File: src/rtl/sha3_block_padder_if.sv
`default_nettype none
// +----------------------------------------------------------------------------+
// | sha3_block_padder_if                                                        |
// | Word-in / block-out handshake bundle of the SHA3 block padder.              |
// | Revision: 1.0                                                               |
// +----------------------------------------------------------------------------+
interface sha3_block_padder_if;
  logic [31:0]  in;
  logic         in_ready;
  logic         is_last;
  logic [1:0]   byte_num;
  logic         buffer_full;
  logic [575:0] out;
  logic         out_ready;
  logic         f_ack;

  modport master (
    output in, in_ready, is_last, byte_num, f_ack,
    input  buffer_full, out, out_ready
  );

  modport slave (
    input  in, in_ready, is_last, byte_num, f_ack,
    output buffer_full, out, out_ready
  );
endinterface
`default_nettype wire

File: src/rtl/sha3_block_padder.sv
`default_nettype none
// +----------------------------------------------------------------------------+
// | sha3_block_padder                                                           |
// | Packs 32-bit message words into 576-bit rate blocks with SHA3 padding.      |
// | Define KECCAK_LEGACY_PAD_EN for original Keccak domain byte 0x01.           |
// | Revision: 1.0                                                               |
// +----------------------------------------------------------------------------+
module sha3_block_padder (
  input  logic              clk,
  input  logic              reset,
  sha3_block_padder_if.slave bus
);
  localparam int WORD_W     = 32;
  localparam int RATE_WORDS = 18;
  localparam int BLOCK_W    = WORD_W * RATE_WORDS;

  localparam logic [4:0]        COUNT_FULL = 5'(RATE_WORDS);
  localparam logic [4:0]        COUNT_LAST = 5'(RATE_WORDS - 1);
  localparam logic [WORD_W-1:0] TERMINATOR = 32'h00000080;
`ifdef KECCAK_LEGACY_PAD_EN
  localparam logic [7:0]        DOMAIN     = 8'h01;
`else
  localparam logic [7:0]        DOMAIN     = 8'h06;
`endif

  typedef enum logic [1:0] {
    ABSORB = 2'd0,
    PAD    = 2'd1,
    FINAL  = 2'd2,
    DONE   = 2'd3
  } state_t;

  state_t             state;
  state_t             state_next;
  logic [BLOCK_W-1:0] block;
  logic [4:0]         count;
  logic               full;
  logic               busy;
  logic               accept;
  logic               ack;
  logic               last_slot;
  logic               load;
  logic [WORD_W-1:0]  load_word;
  logic [WORD_W-1:0]  pad_word;

  assign full      = (count == COUNT_FULL);
  assign last_slot = (count == COUNT_LAST);
  assign busy      = full | (state != ABSORB);
  assign accept    = bus.in_ready & ~busy;
  assign ack       = bus.f_ack & full;

  assign bus.buffer_full = busy;
  assign bus.out_ready   = full;
  assign bus.out         = block;

  // Domain byte lands directly after the valid, left-aligned message bytes.
  always_comb begin
    case (bus.byte_num)
      2'd0:    pad_word = {DOMAIN, 24'h000000};
      2'd1:    pad_word = {bus.in[31:24], DOMAIN, 16'h0000};
      2'd2:    pad_word = {bus.in[31:16], DOMAIN, 8'h00};
      default: pad_word = {bus.in[31:8], DOMAIN};
    endcase
  end

  always_comb begin
    state_next = state;
    load       = 1'b0;
    load_word  = '0;
    case (state)
      ABSORB: begin
        if (accept) begin
          load = 1'b1;
          if (bus.is_last) begin
            load_word  = pad_word | (last_slot ? TERMINATOR : '0);
            state_next = last_slot ? FINAL : PAD;
          end else begin
            load_word = bus.in;
          end
        end
      end
      PAD: begin
        load      = 1'b1;
        load_word = last_slot ? TERMINATOR : '0;
        if (last_slot) begin
          state_next = FINAL;
        end
      end
      FINAL: begin
        if (ack) begin
          state_next = DONE;
        end
      end
      default: begin
        state_next = DONE;
      end
    endcase
  end

  always_ff @(posedge clk) begin
    if (reset) begin
      state <= ABSORB;
      block <= '0;
      count <= '0;
    end else begin
      state <= state_next;
      if (load) begin
        block <= {block[BLOCK_W-WORD_W-1:0], load_word};
        count <= count + 5'd1;
      end else if (ack) begin
        count <= '0;
      end
    end
  end
endmodule
`default_nettype wire

File: src/flat_wrapper.sv
// flat-port wrapper written by rule: the top's interface ports become plain ports
module sha3_block_padder_flat 
  (clk, reset, bus_in, bus_in_ready, bus_is_last, bus_byte_num, bus_f_ack, bus_buffer_full, bus_out, bus_out_ready);
  sha3_block_padder_if bus_i ();
  input  logic clk;
  input  logic reset;
  input wire logic [$bits(bus_i.in)-1:0] bus_in;
  input wire logic [$bits(bus_i.in_ready)-1:0] bus_in_ready;
  input wire logic [$bits(bus_i.is_last)-1:0] bus_is_last;
  input wire logic [$bits(bus_i.byte_num)-1:0] bus_byte_num;
  input wire logic [$bits(bus_i.f_ack)-1:0] bus_f_ack;
  output wire logic [$bits(bus_i.buffer_full)-1:0] bus_buffer_full;
  output wire logic [$bits(bus_i.out)-1:0] bus_out;
  output wire logic [$bits(bus_i.out_ready)-1:0] bus_out_ready;
  assign bus_i.in = bus_in;
  assign bus_i.in_ready = bus_in_ready;
  assign bus_i.is_last = bus_is_last;
  assign bus_i.byte_num = bus_byte_num;
  assign bus_i.f_ack = bus_f_ack;
  assign bus_buffer_full = bus_i.buffer_full;
  assign bus_out = bus_i.out;
  assign bus_out_ready = bus_i.out_ready;
  sha3_block_padder u_core (.clk(clk), .reset(reset), .bus(bus_i));
endmodule
File: config.mk
export PLATFORM = sky130hd
export DESIGN_NAME = sha3_block_padder_flat
export DESIGN_NICKNAME = d
export VERILOG_FILES = /design/src/rtl/sha3_block_padder_if.sv /design/src/rtl/sha3_block_padder.sv /design/src/flat_wrapper.sv
export SDC_FILE = /design/constraint.sdc
export NUM_CORES = 1
export LEC_CHECK = 0
export ABC_AREA = 1
export CORE_AREA = 4 4 238 240
export DETAILED_ROUTE_END_ITERATION = 10
export DIE_AREA = 0 0 242 244
export PLACE_DENSITY = 0.64
export SLEW_MARGIN = 10
export SYNTH_ARGS = -nofsm -noshare
export SYNTH_HDL_FRONTEND = slang
export SYNTH_SLANG_ARGS = --single-unit
export TNS_END_PERCENT = 30
File: constraint.sdc
create_clock -name clk -period 3.59 [get_ports clk]
set_clock_uncertainty 0.1 [all_clocks]
set_input_delay 0.718 -clock clk [delete_from_list [all_inputs] [get_ports clk]]
set_output_delay 0.718 -clock clk [all_outputs]
set_load 0.005 [all_outputs]
==> flow_metrics.tcl, run 1 <==
set metrics [dict create \
    status "completed" \
    dp_hpwl_um 54000 \
    area_delta_synth_final_pct 39.8 \
    cts.clk_slew.worst_paths_ps 60 \
    cts_made_buffers 59 \
    crit_path_start "u_core.count[1]" \
    drt_pre_antenna_iters 8 \
    ant_nets 0 \
    grt_max_degree 122 \
    grt_usage 0.241 \
    coreArea_um2 54700 \
    slew_viol_final 0 \
    worst-path-max-fanout 6 \
    routed_via_density 5.01 \
    finalCriticalPeriod_ps 3010 \
    clockPowerShare 0.251 \
    ctsHoldBuffers 0 \
    post-route-period-util 0.837 \
    clockBufferDepth 3 \
    setup_tns_ps 0 \
    leakagePower_nw 11.5 \
    routed_wl_um 75700 \
    antennaDiodeCount 0 \
    synth_compound_area_frac 0.144 \
    port_buffers 616 \
    wl_per_cell_um 19.6 \
    worstHoldStart "u_core.bus.out[11]" \
    drc 0 \
    yosysUniqueCellTypes 23 \
    dieArea_um2 59000 \
    die_height_um 244 \
    fmax_mhz 333 \
    h-tree-depth 2 \
    ys_seq_area_frac 0.568 \
    layout_commonest_cell "nor2_1" \
    finalSetupViolCount 0 \
    synth-simple-area-share 0.222 \
    gp_congestion 0.881 \
    switching_share 0.352 \
    worstSetupEndpointType "output pin" \
    postSynthAreaPerCell_um2 7.94 \
    tritoncts "built" \
    cts_setup_buffers 0 \
    syn-num-nets 2631 \
    die_w_um 242 \
    p_sw_mw 8.73 \
    synthMuxAreaShare 0 \
    fin_ws_ps 585 \
    synth_xor_area_frac 0.000426 \
    num_rows 86 \
    rsz0062_at_grt "no" \
    drtIter0Drc 1511 \
    p_per_area_nw_per_um2 863 \
    netlist_area_um2 20500 \
    grt_pass1_vias 18600 \
    grt_pass1_wl_um 113000 \
    vias 19300 \
    drive_gt1_frac 0.0422 \
    gr-total-overflow 0 \
    ios 617 \
    cp.arrival_ps 2190 \
    pwr-share-seq 0.403 \
    tightestPinTransition_ps 656 \
    yosysWarnings 0 \
    antenna_found_initial 0 \
    crit_type "flop to output pin" \
    combPwrFrac 0.346 \
    root_buffer "clkbuf_16" \
    startpoint_type "flop" \
    final_cell_mix "1102 x nor2_1, 616 x clkdlybuf4s50_1, 583 x dfxtp_1" \
    cts_resized 0 \
    place_ws_ps 572 \
    syn_inst 2589 \
    max-cap-violations 0 \
    synth_seq_cells 583 \
    worst_skew_pair.late_latency_ps 610 \
    r2r_start "u_core.count[0]" \
    vdd_drop_max_v 0.000442 \
    relSlewSlack 0.562 \
    synth_top_family_by_area "simple AND/OR/NAND/NOR gates" \
    initial_core_util 0.376 \
    hold_path.class "flop to flop" \
    finalHoldViolations 0 \
    synth-adder-area-share 0.00183 \
    cts.sinks 583 \
    fin_nets 3146 \
    p_int_mw 16.1 \
    critPathRequiredTime_ps 2770 \
]
critical path, stage by stage (launching register included):
cell and delay, ps:
dfxtp_1 440, ha_1 240, nand2_1 70, nor2_1 280
clkdlybuf4s50_1 570
final cells by class:
| cell class | count | area [um2] |
|---|---|---|
| clock inverters | 19 | 219 |
| inverters | 20 | 90.1 |
| fillers | 5114 | 25900 |
| clock buffers | 90 | 1750 |
| well taps | 704 | 881 |
| repair buffers | 644 | 6530 |
| multi-input cells | 1796 | 7580 |
| flip-flops and latches | 583 | 11700 |
kinds of logic (layout without fill, tap and decap cells):
family,count (synthesis),in the layout
AND/OR/NAND/NOR,1200,1200
XOR/XNOR,1,1
flip-flops,583,583
adder cells (fa/ha/maj),3,3
AO/OA/AOI/OAI,592,592
buffers and inverters,210,773
synthesized netlist by cell type (all sizes together):
library cell     n  share of area
nand4            5         0.0015
ha               3         0.0018
o211ai           1        0.00037
dfxtp          583           0.57
nand3           16         0.0044
buf            121          0.047
inv             20         0.0037
nor2          1104           0.20
xor2             1        0.00043
a21oi           41          0.010
or2              2        0.00061
o21ai          550           0.13
nand2           73          0.013
clkbuf          69          0.013
metal layers:
layer  vias up  part of all wire  global-route usage  wire, um
li1       9384                 -                   -         -
met1      9125              0.40               0.291     30400
met2       693              0.49               0.416     37000
met3       108             0.081              0.0730      6140
met4         0             0.030              0.0726      2270
met5         -                 0                   0         0
power groups by stage:
stage	Clock [mW]	Combinational, mW	Sequential, mW
floorplan	0	4.04	9.64
global placement	0	8.49	10.1
detailed placement	0	8.56	10.1
CTS	6.36	8.62	10.0
global route	6.59	9.38	10.2
finish	6.23	8.57	10.0
through the flow:
step                hold WS [ps]  std cells  utilization  power [mW]  instance area (um2)
floorplan                    360       2589            -        13.7                20500
global placement             367       3747        0.489        18.6                26800
detailed placement           377       3747        0.489        18.7                26800
CTS                          386       3856        0.526        25.0                28700
global route                 411       3856        0.526        26.2                28700
finish                       384       3856        0.526        24.8                28700
registers in the layout (all words and copies together), names as in the netlist:
register,count
u_core.state,2
u_core.count,5
u_core.bus.out,576
final timing paths:
kind	cells past startpoint	endpoint	slack [ps]
min reg2reg	2	u_core.bus.out[11]	380
max reg2reg	9	u_core.bus.out[283]	880
max	4	bus_out_ready	580
min	2	u_core.bus.out[11]	380
Note: power is estimated with default switching activity, not from simulation.
==> run 2: changes to the inputs <==
- CORE_AREA: 4 4 238 240 -> 4 4 241 243
- DIE_AREA: 0 0 242 244 -> 0 0 245 247
- PLACE_DENSITY: 0.64 -> 0.63
- clock period: 3.59 -> 2.8 ns (I/O delays scaled with it)
==> run 2 against run 1 <==
Net effect: global-route usage shrank 0.39 points; cell area grew 2.0%; via count shrank 0.55%; combinational power grew 32%; worst hold slack lost 3.7 ps; die area grew 2.5%; sequential cell count is the same; register-to-register slack lost 270 ps; total power grew 32%; largest power group unchanged; clock power grew 41%.
==> flow_metrics.tcl, run 2 (same netlist as run 1, synthesis figures left out) <==
set metrics [dict create \
    p_per_area_nw_per_um2 1120 \
    die_height_um 247 \
    clockBufferDepth 3 \
    fin_hold_ws_ps 380 \
    leakagePower_nw 11.8 \
    finalNonFillerCells 3932 \
    area_delta_synth_final_pct 42.5 \
    critPathRequiredTime_ps 2140 \
    grt_pass1_wl_um 113000 \
    gp_congestion 0.915 \
    gr-total-overflow 0 \
    post-route-period-util 0.937 \
    routed_via_density 4.88 \
    finalCriticalPeriod_ps 2620 \
    coreArea_um2 56000 \
    relSlewSlack 0.493 \
    place_ws_ps 363 \
    place_inst 3818 \
    vdd_drop_max_v 0.000600 \
    cp.arrival_ps 1960 \
    root_buffer "clkbuf_16" \
    wl_per_cell_um 19.4 \
    finalSetupViolCount 0 \
    hold_path.class "flop to flop" \
    max-cap-violations 0 \
    layout_commonest_cell "nor2_1" \
    stdcell_area_um2 29300 \
    grt_pass1_vias 18800 \
    startpoint_type "flop" \
    port_buffers 616 \
    h-tree-depth 2 \
    routed_wl_um 76100 \
    cts.sinks 583 \
    final_cell_mix "1101 x nor2_1, 615 x clkdlybuf4s50_1, 582 x dfxtp_1" \
    cts.clk_slew.worst_paths_ps 60 \
    grt_usage 0.237 \
    ant_nets 0 \
    drive_gt1_frac 0.0532 \
    num_rows 87 \
    placed_area_um2 27100 \
    worst_skew_pair.late_latency_ps 610 \
    finalHoldViolations 0 \
    initial_core_util 0.367 \
    drc 0 \
    rrSetupSlack_ps 610 \
    setup_tns_ps 0 \
    rsz0062_at_grt "no" \
    die_w_um 245 \
    tritoncts "built" \
    crit_type "flop to output pin" \
    slew_viol_final 0 \
    antennaDiodeCount 0 \
    vias 19200 \
    drt_pre_antenna_iters 5 \
    fin_ws_ps 177 \
    fin_nets 3167 \
    grt_max_degree 153 \
    drtIter0Drc 1380 \
    fmax_mhz 381 \
    cts_made_buffers 61 \
    n_fill_cell 5326 \
    worstSetupEndpointType "output pin" \
    dp_hpwl_um 55100 \
    worst-path-max-fanout 7 \
    cts_setup_buffers 0 \
    ios 617 \
    tightestPinTransition_ps 761 \
    antenna_found_initial 0 \
    dieArea_um2 60500 \
    largest_reg_flops 576 \
    status "completed" \
]
[run 2: cell count changes in the layout (fill, tap and decap cells not counted), sizes merged]
| cell | delta |
|---|---|
| bufinv | +5 |
| clkinvlp | +1 |
| buf | +19 |
| dlymetal6s2s | +1 |
| clkbuf | -5 |
| clkinv | +3 |
| clkdlybuf4s50 | -1 |
| inv | +1 |
[run 2: repair_timing]
| item | CTS | global route |
|---|---|---|
| resized for setup | 1 | 3 |
| endpoints found under the setup margin | 1 | 1 |
| hold buffers | 0 | 0 |
[run 2: area by class of cell]
| cell class | count | area (um2) | area share |
|---|---|---|---|
| multi-input combinational | 1796 | 7590 | 0.259 |
| clock inverter | 29 | 389 | 0.0133 |
| inverter | 20 | 90.1 | 0.00308 |
| clock buffer | 85 | 1820 | 0.0621 |
| sequential | 583 | 11700 | 0.398 |
| timing repair buffer | 663 | 6780 | 0.232 |
| tap | 756 | 946 | 0.0323 |
[run 2: stage by stage]
step | power (mW) | utilization
after floorplan | 17.5 | -
after global placement | 24.1 | 0.484
after detailed placement | 24.2 | 0.484
after CTS | 33.1 | 0.523
after global routing | 34.7 | 0.524
final | 32.8 | 0.524
[run 2: power by group]
group	internal [mW]	switching [mW]	leakage, nW
clock	5.35	3.41	1.09
sequential	10.6	2.21	4.82
combinational	5.58	5.70	5.89
[run 2: critical path: stages, from the launching register on]
cell,delay [ps]
dfxtp_1,440
inv_1,70
ha_1,230
nand3_2,100
nand2_1,60
clkdlybuf4s50_1,470
[run 2: path summary, 6_finish.rpt]
kind         depth (start not counted)                   to          startpoint
max                                  5      bus_buffer_full     u_core.count[0]
max reg2reg                          9  u_core.bus.out[214]     u_core.count[0]
min                                  2   u_core.bus.out[11]  u_core.bus.out[11]
min reg2reg                          2   u_core.bus.out[11]  u_core.bus.out[11]
[run 2: per-layer routing]
layer / vias up / wire [um] / GRT usage / part of all wire
met4: 0 / 2360 / 0.0759 / 0.031
li1: 9415 / - / - / -
met5: - / 0 / 0 / 0
met2: 590 / 37200 / 0.408 / 0.49
met3: 115 / 6190 / 0.0777 / 0.081
met1: 9084 / 30400 / 0.282 / 0.40
==> run 3: changes to the inputs <==
- CORE_AREA: 4 4 241 243 -> 4 4 236 238
- DIE_AREA: 0 0 245 247 -> 0 0 240 242
- DONT_BUFFER_PORTS: unset -> 1
- PLACE_DENSITY: 0.63 -> 0.51
==> run 3 against run 2 <==
Net effect: core utilization shrank 9.6 points; critical path type is now flop to flop; global-route usage fell by 0.78 points; maximum frequency up 15%; largest cell class unchanged; highest routed layer unchanged.
==> flow_metrics.tcl, run 3 (same netlist as run 1, synthesis figures left out) <==
set metrics [dict create \
    cts_made_buffers 61 \
    vias 16700 \
    cts.clk_slew.worst_paths_ps 60 \
    largest_reg_flops 576 \
    fin_ws_ps 527 \
    grt_usage 0.230 \
    startpoint_type "flop" \
    cp.arrival_ps 2710 \
    worst-path-max-fanout 131 \
    crit_type "flop to flop" \
    place_ws_ps 525 \
    routed_via_density 5.15 \
    fin_hold_ws_ps 41.0 \
    cts.sinks 583 \
    tightestPinTransition_ps 603 \
    placed_area_um2 20600 \
    area_delta_synth_final_pct 11.4 \
    final_util 0.427 \
    grt_pass1_vias 16000 \
    drc 0 \
    drive_gt1_frac 0.0536 \
    fin_nets 2552 \
    worst_skew_pair.late_latency_ps 620 \
    leakagePower_nw 9.46 \
    dieArea_um2 58100 \
    clockBufferDepth 3 \
    max-cap-violations 0 \
    initial_core_util 0.383 \
    worstSetupEndpointType "flop" \
    fin_total_pwr_mw 28.0 \
    dp_hpwl_um 49700 \
    finalNonFillerCells 3254 \
    rsz0062_at_grt "no" \
    relSlewSlack 0.598 \
    cts_resized 0 \
    h-tree-depth 2 \
    drtIter0Drc 1271 \
    vdd_drop_max_v 0.000526 \
    rrSetupSlack_ps 530 \
    ios 617 \
    stdcell_area_um2 22900 \
    fmax_mhz 440 \
    slew_viol_final 0 \
    num_rows 85 \
    finalHoldViolations 0 \
    wl_per_cell_um 21.8 \
    tritoncts "built" \
    setup_tns_ps 0 \
    finalCriticalPeriod_ps 2270 \
    hold_path.class "input pin to flop" \
    routed_wl_um 71000 \
    ant_nets 0 \
    antennaDiodeCount 0 \
    die_w_um 240 \
    final_cell_mix "1102 x nor2_1, 583 x dfxtp_1, 485 x o21ai_1" \
    gp_congestion 0.895 \
    n_fill_cell 5454 \
    post-route-period-util 0.812 \
    finalSetupViolCount 0 \
    grt_pass1_wl_um 104000 \
    place_inst 3122 \
    coreArea_um2 53600 \
    cts_setup_buffers 0 \
    antenna_found_initial 0 \
    status "completed" \
    grt_max_degree 132 \
    port_buffers 0 \
    critPathRequiredTime_ps 3240 \
    gr-total-overflow 0 \
    die_height_um 242 \
    layout_commonest_cell "nor2_1" \
    drt_pre_antenna_iters 5 \
    p_per_area_nw_per_um2 1220 \
    root_buffer "clkbuf_16" \
]
## run 3: cell count changes in the layout (fill, tap and decap cells not counted), sizes merged
cell,before,now
buf,47,28
bufinv,9,4
clkbuf,85,92
clkdlybuf4s50,615,0
clkinv,14,10
clkinvlp,3,4
dlygate4sd3,0,20
dlymetal6s2s,1,0
inv,23,21
## run 3: final timing paths
check | cells past startpoint | start | to
worst max-delay path | 8 | u_core.count[1] | u_core.bus.out[19]
worst min-delay path | 2 | bus_in[30] | u_core.bus.out[30]
worst max register to register | 8 | u_core.count[1] | u_core.bus.out[19]
worst min register to register | 2 | u_core.state[1] | u_core.state[1]
## run 3: cell type report
class                   instances  area, um2  share of cell area
well taps                     696        871              0.0380
inverters                      20       90.1             0.00393
multi-input cells            1796       7580               0.331
repair buffers                 48        623              0.0272
clock buffers                  92       1840              0.0802
flip-flops and latches        583      11700               0.510
clock inverters                19        220             0.00962
## run 3: repair_timing
item                                    4_1_cts  5_1_grt
endpoints found under the hold margin        34        0
hold buffers                                 21        0
endpoints found under the setup margin        0        0
## run 3: power by group
part	total [mW]	switching, mW	internal, mW
clock	8.24	3.37	4.87
combinational	5.91	3.95	1.96
sequential	13.8	3.26	10.6
total	28.0	10.6	17.4
## run 3: per-layer routing
layer | track usage | vias to the layer above | part of all wire
met4 | 0.0691 | 0 | 0.028
met5 | 0 | - | 0
met1 | 0.255 | 7828 | 0.37
met3 | 0.108 | 117 | 0.11
li1 | - | 8202 | -
met2 | 0.391 | 601 | 0.49
## run 3: worst max-delay path, stage by stage, from the launching register on
cell and delay [ps]:
dfxtp_1 420, ha_1 210, nand3_2 100, nand3_2 130, nand2_8 130, inv_8 290, buf_12 500, nand2_1 90
a21oi_1 170
